<file path="config.mk">
export PLATFORM = sky130hd
export DESIGN_NAME = stack_controller
export DESIGN_NICKNAME = d
export VERILOG_FILES = /design/src/rtl/stack_controller.sv
export SDC_FILE = /design/constraint.sdc
export NUM_CORES = 1
export LEC_CHECK = 0
export BUFFER_PORTS_ARGS = -buffer_cell sky130_fd_sc_hd__buf_2
export CORE_ASPECT_RATIO = 1.1
export CORE_MARGIN = 2
export CORE_UTILIZATION = 35
export DETAILED_ROUTE_END_ITERATION = 10
export SLEW_MARGIN = 15
export SYNTH_ARGS = -nofsm -noshare
export SYNTH_HDL_FRONTEND = slang
export SYNTH_SLANG_ARGS = --single-unit
</file>
<file path="constraint.sdc">
create_clock -name clk -period 2.12 [get_ports clk]
set_input_delay 0.424 -clock clk [delete_from_list [all_inputs] [get_ports clk]]
set_output_delay 0.424 -clock clk [all_outputs]
set_load 0.05 [all_outputs]
</file>
<file path="src/rtl/stack_controller.sv">
// rtl/stack_controller.sv - multicycle control unit for the 8-bit stack-machine datapath
//
// Purpose:
//   Decodes the 3-bit opcode (Instr[7:5]) and the ALU Zero flag and sequences
//   every datapath control strobe. Outputs are a Moore decode of the state
//   register; the one exception is PCWrite in JZ_T, which follows Zero.
//
// Optional feature (macro CTRL_STEP_EN):
//   Adds the step input and a WAIT state. WAIT is the reset state and is
//   re-entered after every instruction. One step pulse runs one instruction.
//
// Ports:
//   clk         in   system clock, rising edge
//   rst         in   asynchronous reset, active low
//   step        in   (CTRL_STEP_EN only) leave WAIT and run one instruction
//   op[2:0]     in   opcode from the instruction register
//   Zero        in   ALU zero flag
//   RegWrite    out  held 0
//   LoadA/LoadB out  load A/B register from StackOut
//   PCWrite     out  PC <= Result[4:0]
//   AdrSrc      out  0: address = PC, 1: address = Result[4:0]
//   MemWrite    out  mem[addr] <= B
//   IRWrite     out  load IR and OldPC
//   Push/Pop/Tos out stack push Result / pop / drive top onto StackOut
//   ResultSrc   out  00 AluOut, 01 Data, 10 ALUResult, 11 {3'b0, Instr[4:0]}
//   ALUSrcA     out  00 PC, 01 OldPC, 10 A
//   ALUSrcB     out  00 B, 01 imm, 10 constant 1
//   ALUControl  out  ALU operation code
//   done        out  pulse in the last state of every instruction

module stack_controller (
  input  logic       clk,
  input  logic       rst,
`ifdef CTRL_STEP_EN
  input  logic       step,
`endif
  input  logic [2:0] op,
  input  logic       Zero,
  output logic       RegWrite,
  output logic       LoadA,
  output logic       LoadB,
  output logic       PCWrite,
  output logic       AdrSrc,
  output logic       MemWrite,
  output logic       IRWrite,
  output logic       Push,
  output logic       Pop,
  output logic       Tos,
  output logic [1:0] ResultSrc,
  output logic [1:0] ALUSrcA,
  output logic [1:0] ALUSrcB,
  output logic [2:0] ALUControl,
  output logic       done
);

  localparam logic [2:0] ALUC_ADD   = 3'b000;
  localparam logic [2:0] ALUC_SUB   = 3'b001;
  localparam logic [2:0] ALUC_AND   = 3'b010;
  localparam logic [2:0] ALUC_NOT   = 3'b011;
  localparam logic [2:0] ALUC_PASSA = 3'b100;

  localparam logic [2:0] OP_ADD  = 3'b000;
  localparam logic [2:0] OP_SUB  = 3'b001;
  localparam logic [2:0] OP_AND  = 3'b010;
  localparam logic [2:0] OP_NOT  = 3'b011;
  localparam logic [2:0] OP_PUSH = 3'b100;
  localparam logic [2:0] OP_POP  = 3'b101;
  localparam logic [2:0] OP_JMP  = 3'b110;
  localparam logic [2:0] OP_JZ   = 3'b111;

  typedef enum logic [3:0] {
    S_FETCH  = 4'd0,
    S_DECODE = 4'd1,
    S_POPB   = 4'd2,
    S_POPA   = 4'd3,
    S_EXEC   = 4'd4,
    S_WB     = 4'd5,
    S_MEMRD  = 4'd6,
    S_PUSHM  = 4'd7,
    S_MEMWR  = 4'd8,
    S_JMP    = 4'd9,
    S_JZ_T   = 4'd10,
    S_WAIT   = 4'd11
  } state_t;

`ifdef CTRL_STEP_EN
  localparam state_t RESET_STATE = S_WAIT;
  localparam state_t AFTER_DONE  = S_WAIT;
`else
  localparam state_t RESET_STATE = S_FETCH;
  localparam state_t AFTER_DONE  = S_FETCH;
`endif

  state_t state_q, state_d;
  // run_q is cleared by reset and set on the first clock edge after release.
  // While it is low, outputs are forced to 0 and the state is held, so the
  // reset state's outputs only appear after the first rising edge with rst=1.
  logic   run_q, run_d;

  // State register
  always_ff @(posedge clk or negedge rst) begin
    if (!rst) begin
      state_q <= RESET_STATE;
      run_q   <= 1'b0;
    end else begin
      state_q <= state_d;
      run_q   <= run_d;
    end
  end

  // Next-state logic
  always_comb begin
    state_d = state_q;
    run_d   = 1'b1;
    if (run_q) begin
      case (state_q)
        S_FETCH:  state_d = S_DECODE;
        S_DECODE: begin
          case (op)
            OP_ADD, OP_SUB, OP_AND, OP_POP: state_d = S_POPB;
            OP_NOT, OP_JZ:                  state_d = S_POPA;
            OP_PUSH:                        state_d = S_MEMRD;
            OP_JMP:                         state_d = S_JMP;
            default:                        state_d = S_FETCH;
          endcase
        end
        S_POPB:   state_d = (op == OP_POP) ? S_MEMWR : S_POPA;
        S_POPA:   state_d = (op == OP_JZ) ? S_JZ_T : S_EXEC;
        S_EXEC:   state_d = S_WB;
        S_MEMRD:  state_d = S_PUSHM;
        S_WB, S_PUSHM, S_MEMWR, S_JMP, S_JZ_T: state_d = AFTER_DONE;
`ifdef CTRL_STEP_EN
        S_WAIT:   state_d = step ? S_FETCH : S_WAIT;
`endif
        default:  state_d = S_FETCH;
      endcase
    end
  end

  // Output decode
  always_comb begin
    RegWrite   = 1'b0;
    LoadA      = 1'b0;
    LoadB      = 1'b0;
    PCWrite    = 1'b0;
    AdrSrc     = 1'b0;
    MemWrite   = 1'b0;
    IRWrite    = 1'b0;
    Push       = 1'b0;
    Pop        = 1'b0;
    Tos        = 1'b0;
    ResultSrc  = 2'b00;
    ALUSrcA    = 2'b00;
    ALUSrcB    = 2'b00;
    ALUControl = ALUC_ADD;
    done       = 1'b0;
    if (run_q) begin
      case (state_q)
        S_FETCH: begin
          IRWrite   = 1'b1;
          ALUSrcB   = 2'b10;
          ResultSrc = 2'b10;
          PCWrite   = 1'b1;
        end
        S_POPB: begin
          Tos   = 1'b1;
          LoadB = 1'b1;
          Pop   = 1'b1;
        end
        S_POPA: begin
          Tos   = 1'b1;
          LoadA = 1'b1;
          Pop   = 1'b1;
        end
        S_EXEC: begin
          ALUSrcA = 2'b10;
          case (op)
            OP_SUB:  ALUControl = ALUC_SUB;
            OP_AND:  ALUControl = ALUC_AND;
            OP_NOT:  ALUControl = ALUC_NOT;
            default: ALUControl = ALUC_ADD;
          endcase
        end
        S_WB: begin
          Push = 1'b1;
          done = 1'b1;
        end
        S_MEMRD: begin
          AdrSrc    = 1'b1;
          ResultSrc = 2'b11;
        end
        S_PUSHM: begin
          ResultSrc = 2'b01;
          Push      = 1'b1;
          done      = 1'b1;
        end
        S_MEMWR: begin
          AdrSrc    = 1'b1;
          ResultSrc = 2'b11;
          MemWrite  = 1'b1;
          done      = 1'b1;
        end
        S_JMP: begin
          ResultSrc = 2'b11;
          PCWrite   = 1'b1;
          done      = 1'b1;
        end
        S_JZ_T: begin
          // Pass A through so the ALU Zero flag reflects the popped value.
          ALUSrcA    = 2'b10;
          ALUControl = ALUC_PASSA;
          ResultSrc  = 2'b11;
          PCWrite    = Zero;
          done       = 1'b1;
        end
        default: ;
      endcase
    end
  end

endmodule

</file>
==> results.md, run 1 <==
* Vias per inst at 5.19
* Chip Width at 44.4 um
* Ys flop type: dfrtp_1
* Layout Cells excl Fill at 120
* Port Buf Inserts at 22
* Drc violations at 0
* Average wire per standard cell at 11.6 um
* Reg clk slew, reported paths at 40 ps
* Full die area at 2150 um2
* Distinct cells, synth at 38
* Setup Fix Bufs, Post-CTS at 0
* Simple-gate area share of the yosys netlist at around 37%
* GP Congestion at about 0.75
* Reg2Reg Setup Slack at 850 ps
* CP Launch Type: register
* Register area share after synthesis at between 10% and 20%
* Layout cell share with drive strength beyond 1 at about 37%
* Pin count of the biggest net entering global routing at 18
* Root buf cell: clkbuf_4
* Sink Count at 5
* Die H at 48.4 um
* Worst hold endpoint: state_q[3]
* Post-synth EDFFs at 0
* Placed insts at 115
* Syn Area/Cell at 7.75 um2
* Mux contribution to synthesized area at 1.59%
* Net Sw Frac at 58.0%
* Initial antenna violation count at 0
* Detailed Route WL at 1.39 mm
* TNS Setup at 0 ps
* M1 wire length at 609 um
* Reg2reg end: state_q[3]
* DR WL met3 at about 72 um
* Max IR drop VDD at a little under 0.7 mV
* Area growth syn-to-layout at 19.3%
* Initial Utilization at around 36%
* Max Clock Skew at 1.14 ps
* DR pass1 iterations at 4
* Cell Pwr Density at 1370 nW/um2
* Initial DRC count at 8
* Tmin final at ~2000 ps
* Vias at 623
* Synth Warn # at 0
* Crit path max fanout at 17
* I/O pin count at 26
* Static Leak at about 0.00037 uW
* Internal power at 432 uW
* Num CTS Buffers at 3
* Hold path start: op[2]
* Final net count at ~110
* DR WL met2 at 710 um
* Clock power share at 10.8%
* Fin. max-slew vios at 0
* Crit Path Class: register to output port
* Final Core Density at a little over two fifths
* Routed Antenna Nets at 0
* Dpl cell area at a little over 700 um2
* Largest family of logic cells by synthesized area: simple AND/OR/NAND/NOR gates
* Vias in the first global route at approximately 530
* H-tree depth at 1
* Status: finished, final reports clean
* RSZ-0062 raised after global routing: false
* Hold Path Stages at 3
* Mapped Cells at 81
* Gate power share at 66.6%
* FMAX at between 0.5 and 0.6 GHz
* Post-synth ARST share at 100%
* Gr usage total at around 15%
* Synth Area in Adders at 0%
* Sw Pwr at 596 uW
* Design Area, Final at 749 um2
* Seq cells post-synth at 5
* Placeable core region at roughly 1700 um2
* Critical path capture point type: output port
* Seq pwr share at 22.7%
* WP data required at 1700 ps
* Post-synthesis xor/xnor area fraction at 1.39%
* Hold Crit Class: input port to register
* Worst skew pair latency at ~240 ps
* Ant diodes at 0
* Std-Cell Rows at 16
* TritonCTS clock tree: yes
* Synth Area in Compound Gates at a little under a quarter
* Mapped Area at about 630 um2
* Setup-failing EPs final at 0
* Worst Path Arrival at 1560 ps
* First-pass GRT wire length at 2.37 mm
* Total chip power at 1030 uW
* Final clock period utilization by the worst path at a little over nine tenths
* Post-detail-place hpwl at 1.03 mm
* Reg2reg path depth at 4
* GRT overflow at 0
* R2R Path Start: state_q[0]
* Max Root-Sink Buffers at 2
* Top layer in use: met3
* Final hold vios at 0
* Max Cap Viol at 0
## per-layer routing
layer / up-vias / global-route usage (%)
li1: 317 / -
met1: 284 / 18.1
met2: 22 / 23.8
met3: 0 / 4.48
met4: 0 / 6.06
met5: - / 0
## sequential cells by signal, indices dropped and copies added, names as in the netlist
name	cells
run_q	1
state_q	4
## worst max path at each step
stage	startpoint	to	slack, ps	depth (start not counted)
floorplan	state_q[1]	ResultSrc[0]	-160	4
global placement	state_q[1]	ALUControl[1]	340	4
detailed placement	state_q[1]	ALUControl[1]	300	4
CTS	state_q[1]	ALUControl[1]	40	4
global route	state_q[1]	ALUControl[1]	2	4
finish	state_q[1]	ALUControl[1]	130	4
## metrics by stage
stage | hold slack [ps] | setup WS, ps
finish | 514 | 135
global route | 512 | 2.20
CTS | 511 | 35.1
detailed placement | 243 | 301
global placement | 241 | 342
floorplan | 128 | -161
## synthesized netlist by cell type, types with 2 or more instances
cell type  count  area, um2
a21boi_0       3       22.5
a21oi_1        4       20.0
and2_1         3       18.8
and3_1         3       18.8
buf_4          6       45.0
buf_6          3       33.8
conb_1         2       7.51
dfrtp_1        5        125
inv_1          2       7.51
nand2_1        8       30.0
nand2b_1       5       31.3
nor2_1         6       22.5
nor2b_1        3       18.8
nor3_1         2       10.0
o21ai_0        2       10.0
o221ai_1       2       17.5
## timing repair
action	CTS	global route
setup endpoints to repair	0	5
gates resized for setup	0	3
hold buffers	1	0
endpoints found under the hold margin	5	0
## worst max-delay path, cell delays in order (launching register included)
cell and delay, ps:
dfrtp_2 520, nor2_1 200, and4b_1 220, and2_1 120, buf_2 250
## placed cells by master, fill, tap and decap left out, types with 2 or more instances in the layout
| master | instances |
|---|---|
| buf_2 | 21 |
| dfrtp_1 | 3 |
| nor2b_1 | 3 |
| o221ai_1 | 2 |
| buf_4 | 3 |
| nor2_1 | 6 |
| and3_1 | 3 |
| nand2_1 | 8 |
| o21ai_0 | 2 |
| and2_1 | 3 |
| a21oi_1 | 4 |
| nand2b_1 | 5 |
| conb_1 | 4 |
| a21boi_0 | 2 |
| inv_1 | 2 |
| dfrtp_2 | 2 |
| clkbuf_4 | 4 |
| a21boi_1 | 2 |
## cells by family after synthesis
family,count (synthesis)
buffers and inverters,13
xor gates and xnor gates,1
and+or+nand+nor,39
AOI/OAI and AO/OA,20
other,2
DFF,5
muxes,1
## layout make-up
class / count / area, um2
Fill cell: 176 / 992
Multi-Input combinational cell: 65 / 420
Timing Repair Buffer: 26 / 145
Sequential cell: 5 / 128
Clock buffer: 4 / 26.3
Tap cell: 18 / 22.5
Inverter: 2 / 7.51
## power by group through the flow
stage | sequential [uW] | clock, uW | combinational (uW)
2_1_floorplan | 165 | 0 | 668
3_3_place_gp | 229 | 0 | 680
3_5_place_dp | 229 | 0 | 685
4_1_cts | 228 | 114 | 688
5_1_grt | 251 | 126 | 739
6_report | 233 | 111 | 684
Power figures use the tool's default switching activity.
==> inputs of run 2 (changes only) <==
--- a/config.mk
+++ b/config.mk
@@ -5,7 +5,7 @@
 export SDC_FILE = /design/constraint.sdc
 export NUM_CORES = 1
 export LEC_CHECK = 0
-export BUFFER_PORTS_ARGS = -buffer_cell sky130_fd_sc_hd__buf_2
+export BUFFER_PORTS_ARGS = -buffer_cell sky130_fd_sc_hd__clkbuf_2
 export CORE_ASPECT_RATIO = 1.1
 export CORE_MARGIN = 2
 export CORE_UTILIZATION = 35
==> run 2 against run 1 <==
Count of clock-buffer cells in the layout unchanged. Maximum frequency down 1.6%. Largest power group unchanged. Via count down 2.1%. Cell area up 0.50%. Die area unchanged. Setup slack worse by 33 ps. Flip-flop and latch count unchanged. Highest routed layer is now met4. Register-to-register slack about the same.
==> results.md, run 2 (synthesis results as in run 1) <==
* Static Leak at 0.000358 uW
* TritonCTS clock tree: yes
* WP data required at approximately 1700 ps
* Max IR drop VDD at 0.613 mV
* Layout cell share with drive strength beyond 1 at a little under two fifths
* Crit path max fanout at 12
* Final hold vios at 0
* Placeable core region at 1740 um2
* Vias in the first global route at 562
* Worst setup endpoint: ResultSrc[0]
* Sequential cell area at 129 um2
* Fin. max-slew vios at 0
* Initial DRC count at 8
* Filler cell count at approximately 180
* Critical path capture point type: output port
* Port Buf Inserts at 22
* Setup-failing EPs final at 0
* Full die area at 2150 um2
* Reg clk slew, reported paths at 50 ps
* Max reg flops at 4
* Routed Antenna Nets at 0
* Most frequent cells in the layout: 19 x clkbuf_2, 8 x nand2_1, 6 x nor2_1
* Top flop regs: state_q: 4 flops, run_q: 1 flops
* Crit path from: state_q[1]
* Vias per inst at 5.08
* Std-Cell Rows at 16
* TNS Setup at 0 ps
* R2R Path Start: state_q[0]
* Initial antenna violation count at 0
* Final net count at about 110
* Average wire per standard cell at around 11 um
* Max Clock Skew at around 3.7 ps
* PnR worst setup slack at 101 ps
* Reg2reg end: state_q[3]
* Hold Crit Class: input port to register
* DR pass1 iterations at 4
* Reg2reg path depth at 4
* Reg2Reg Setup Slack at between 800 and 900 ps
* Worst Path Arrival at 1590 ps
* RSZ-0062 raised after global routing: false
* Status: finished, final reports clean
* Gr usage total at 15.2%
* Pre-CTS setup slack at 325 ps
* CP Launch Type: register
* Commonest non-fill, non-tap cell in the layout: clkbuf_2
* GRT overflow at 0
* Sink Count at 5
* Tmin final at 2020 ps
* H-tree depth at 1
* Chip Width at 44.4 um
* Initial Utilization at 36.1%
* Crit Path Class: register to output port
* I/O pin count at 26
* Cell Pwr Density at 1380 nW/um2
* Drc violations at 0
* Root buf cell: clkbuf_4
* Max Root-Sink Buffers at 2
* First-pass GRT wire length at ~2.4 mm
* Pin count of the biggest net entering global routing at 15
* Final clock period utilization by the worst path at between 90% and 100%
* FMAX at 0.495 GHz
* Post-detail-place hpwl at approximately 1.1 mm
* Area growth syn-to-layout at 19.9%
* Worst skew pair latency at roughly 250 ps
* Setup Fix Bufs, Post-CTS at 0
* Ant diodes at 0
* Detailed Route WL at 1.36 mm
* Die H at 48.4 um
* Max Cap Viol at 0
* Dpl cell area at 708 um2
* GP Congestion at 0.784
* Vias at 610
* Num CTS Buffers at 3
* Multi-input combinational cell area at 420 um2
* Design Area, Final at 753 um2
* Most flops, register: state_q
## run 2: final cells by class
class | count | share of cell area, %
clock buffers | 4 | 3.49
inverters | 2 | 0.997
multi-input cells | 65 | 55.8
flip-flops and latches | 5 | 17.1
well taps | 18 | 2.99
repair buffers | 26 | 19.6
## run 2: metal layers
metal  vias up  share of wire (%)  track usage, %
met3         3                6.1            5.60
met1       273                 44            18.1
met4         0                1.0            6.06
li1        314                  -               -
met2        20                 49            24.3
met5         -                  0               0
## run 2: timing repair
item | in CTS | in global routing
resized for setup | 0 | 8
hold endpoints to repair | 5 | 0
endpoints found under the setup margin | 0 | 7
hold buffers | 1 | 0
## run 2: worst min-delay path by stage
stage	slack, ps	depth (start not counted)	end	startpoint
4_1_cts	500	3	state_q[3]	op[2]
2_1_floorplan	130	0	run_q	rst
3_5_place_dp	250	1	state_q[3]	rst
3_3_place_gp	240	1	state_q[1]	rst
5_1_grt	500	3	state_q[3]	op[2]
6_report	500	3	state_q[3]	op[2]
## run 2: worst max-delay path, cell delays in order (launching register included)
cell      delay, ps
dfrtp_1         520
buf_4           230
nand2_1          70
nand2_1          60
a21boi_0        160
clkbuf_2        300
## run 2: power by group
group,switching (uW),internal [uW]
Sequential,90.8,131
Combinational,465,239
Clock,45.2,71.6
## run 2: per-stage QoR
stage	power, uW	hold slack (ps)	util [%]	instances
after floorplan	833	128	-	83
after global placement	925	244	40.7	115
after detailed placement	929	246	40.7	115
after CTS	1050	495	42.7	120
after global routing	1130	504	43.2	120
final	1040	497	43.2	120
==> inputs of run 3 (changes only) <==
--- a/config.mk
+++ b/config.mk
@@ -5,11 +5,13 @@
 export SDC_FILE = /design/constraint.sdc
 export NUM_CORES = 1
 export LEC_CHECK = 0
+export ABC_AREA = 1
 export BUFFER_PORTS_ARGS = -buffer_cell sky130_fd_sc_hd__clkbuf_2
 export CORE_ASPECT_RATIO = 1.1
 export CORE_MARGIN = 2
 export CORE_UTILIZATION = 35
 export DETAILED_ROUTE_END_ITERATION = 10
+export PLACE_DENSITY = 0.66
 export SLEW_MARGIN = 15
 export SYNTH_ARGS = -nofsm -noshare
 export SYNTH_HDL_FRONTEND = slang
==> constraint.sdc (replaced) <==
create_clock -name clk -period 1.7 [get_ports clk]
set_input_delay 0.34 -clock clk [delete_from_list [all_inputs] [get_ports clk]]
set_output_delay 0.34 -clock clk [all_outputs]
set_load 0.05 [all_outputs]
==> run 3 against run 2 <==
The run now ends with negative setup slack left. Cell area rose by 71%. Clock power increased by 28%. Largest power group unchanged. Critical endpoint is now ALUControl[0]. Combinational power up 150%. Final cell count up 33%. Clock skew rose by 15 ps. Global-route usage grew 9.8 points. Setup slack got worse by 250 ps. Register-to-register slack worse by 560 ps. Power is 100% higher.
==> results.md, run 3 <==
* FMAX at 0.541 GHz
* Area contributors post-synth: dfrtp_1 23%, nand2_1 21%, nand3_1 15%
* RSZ-0062 raised after global routing: true
* Final hold vios at 0
* Crit Path Class: register to output port
* Filler cell count at 76
* GRT overflow at 0
* Average wire per standard cell at between 15 and 20 um
* Post-synth EDFFs at 0
* GP Congestion at 0.821
* R2R Path Start: state_q[3]
* Post-synth ARST share at 100%
* Most frequent cells after synthesis: 31 x nand2_1, 16 x nand3_1, 13 x nor2_1
* Ant diodes at 0
* Routed Antenna Nets at 0
* Commonest non-fill, non-tap cell in the layout: nand2_1
* First-pass GRT wire length at 3.57 mm
* Vias at 874
* Syn Area/Cell at 5.60 um2
* Reg2reg path depth at 9
* Initial antenna violation count at 0
* Post-detail-place hpwl at 1.32 mm
* Max reg flops at 4
* Static Leak at 0.000618 uW
* Mapped Area at 549 um2
* Sink Count at 5
* Internal power at 940 uW
* Clock power share at 7.0%
* Setup-failing EPs final at 13
* Hold_ws at 429 ps
* TritonCTS clock tree: yes
* Yosys top cell by area: dfrtp_1
* Gate power share at 81.4%
* I/O pin count at 26
* Final net count at 149
* Die H at 45.6 um
* Reg clk slew, reported paths at 60 ps
* CP Launch Type: register
* Most flops, register: state_q
* Most frequent cells in the layout: 25 x nand2_1, 18 x buf_4, 13 x nand3_1
* Register area share after synthesis at 22.8%
* Final clock period utilization by the worst path at 109%
* Crit path max fanout at 5
* Sw Pwr at 1190 uW
* Pre-CTS setup slack at 13.9 ps
* Most common cell in the netlist: nand2_1
* Failing checks: negative setup slack
* Vias per inst at ~5.5
* Root buf cell: clkbuf_4
* Vias in the first global route at 791
* Top flop regs: state_q: 4 flops, run_q: 1 flops
* Crit path from: state_q[1]
* DR pass1 iterations at 4
* PnR worst setup slack at -149 ps
* Cell Pwr Density at approximately 1700 nW/um2
* Pin count of the biggest net entering global routing at 8
* Worst Path Arrival at 1510 ps
* Worst skew pair latency at about 260 ps
* Detailed Route WL at about 2.9 mm
* Max Root-Sink Buffers at 2
* Max Cap Viol at 0
* Initial Utilization at a little over a third
* Synth Warn # at 0
* Status: finished, violations left
* Max IR drop VDD at 1.04 mV
* Fin. max-slew vios at 0
* Net Sw Frac at between 50% and 60%
* H-tree depth at 1
* Gr usage total at 25.0%
* Num CTS Buffers at 3
* Critical path capture point type: output port
* Full die area at 1900 um2
* Drc violations at 0
* Chip Width at 41.8 um
* Std-Cell Rows at 15
* Ys flop type: dfrtp_1
* WP data required at 1360 ps
* Initial DRC count at 43
* Hold Crit Class: input port to async pin
* Reg2Reg Setup Slack at about 290 ps
* Tmin final at roughly 1800 ps
* Port Buf Inserts at 22
* Post-synth top area share at between 20% and 30%
* Layout cell share with drive strength beyond 1 at 59.9%
* Distinct cells, synth at 16
* Seq pwr share at 11.6%
* Mapped Cells at 98
* Max Clock Skew at 18.8 ps
* Placeable core region at 1520 um2
* Seq cells post-synth at 5
* Area growth syn-to-layout at 135%
run 3: cell count changes after synthesis, sizes merged, moves of 3 or more:
cell,previous run,this run
a21boi,5,0
a21oi,4,1
and2,4,0
inv,2,11
nand2,8,31
nand2b,5,0
nand3,0,16
nor2,6,13
nor2b,4,0
run 3: path summary, 6_finish.rpt:
kind	to
max	ALUControl[0]
min	state_q[1]
max reg2reg	state_q[3]
min reg2reg	state_q[2]
max in group asynchronous	run_q
min in group clk	state_q[2]
run 3: critical path, stage by stage, from the launching register on:
cell     delay [ps]
dfrtp_2         460
nor2_4          210
nand3_4         160
nor4_4          230
buf_12          180
run 3: logic make-up after synthesis:
group / Yosys count / synth area share [%]
DFF: 5 / 22.8
and+or+nand+nor: 66 / 51.0
other: 2 / 1.37
buffers and inverters: 19 / 17.5
AOI/OAI and AO/OA: 6 / 7.29
run 3: repair_timing:
item	in CTS	in global routing
pin swaps	1	6
resized for setup	54	39
hold buffers	1	0
endpoints found under the setup margin	17	17
hold endpoints to repair	5	0
setup buffers	3	7
run 3: per-layer routing:
metal / global-route usage (%) / wire length [um]
met1: 27.6 / 1060
met4: 8.39 / 121
met3: 5.56 / 177
met5: 0 / 0
met2: 47.8 / 1550
run 3: per-stage QoR:
stage	cells	instance area, um2	utilization [%]	total power (uW)	setup TNS (ps)
after floorplan	100	664	-	1010	-1450
after global placement	144	865	56.9	1260	0
after detailed placement	144	865	56.9	1270	0
after CTS	152	1130	74.1	1740	-130
after global routing	159	1290	84.9	2210	-1160
final	159	1290	84.9	2130	-702
run 3: layout make-up:
class / instances / area [um2] / area share (%)
Sequential cell: 5 / 130 / 10.1
Clock buffer: 4 / 26.3 / 2.04
Multi-Input combinational cell: 76 / 599 / 46.5
Tap cell: 17 / 21.3 / 1.65
Timing Repair Buffer: 46 / 464 / 36.0
Inverter: 11 / 48.8 / 3.78
run 3: power groups by stage:
stage                     Clock, uW  Sequential, uW  Combinational, uW
final                           150             247               1740
after global routing            157             252               1800
after CTS                       143             227               1370
after detailed placement          0             200               1070
after global placement            0             197               1060
after floorplan                   0             194                812
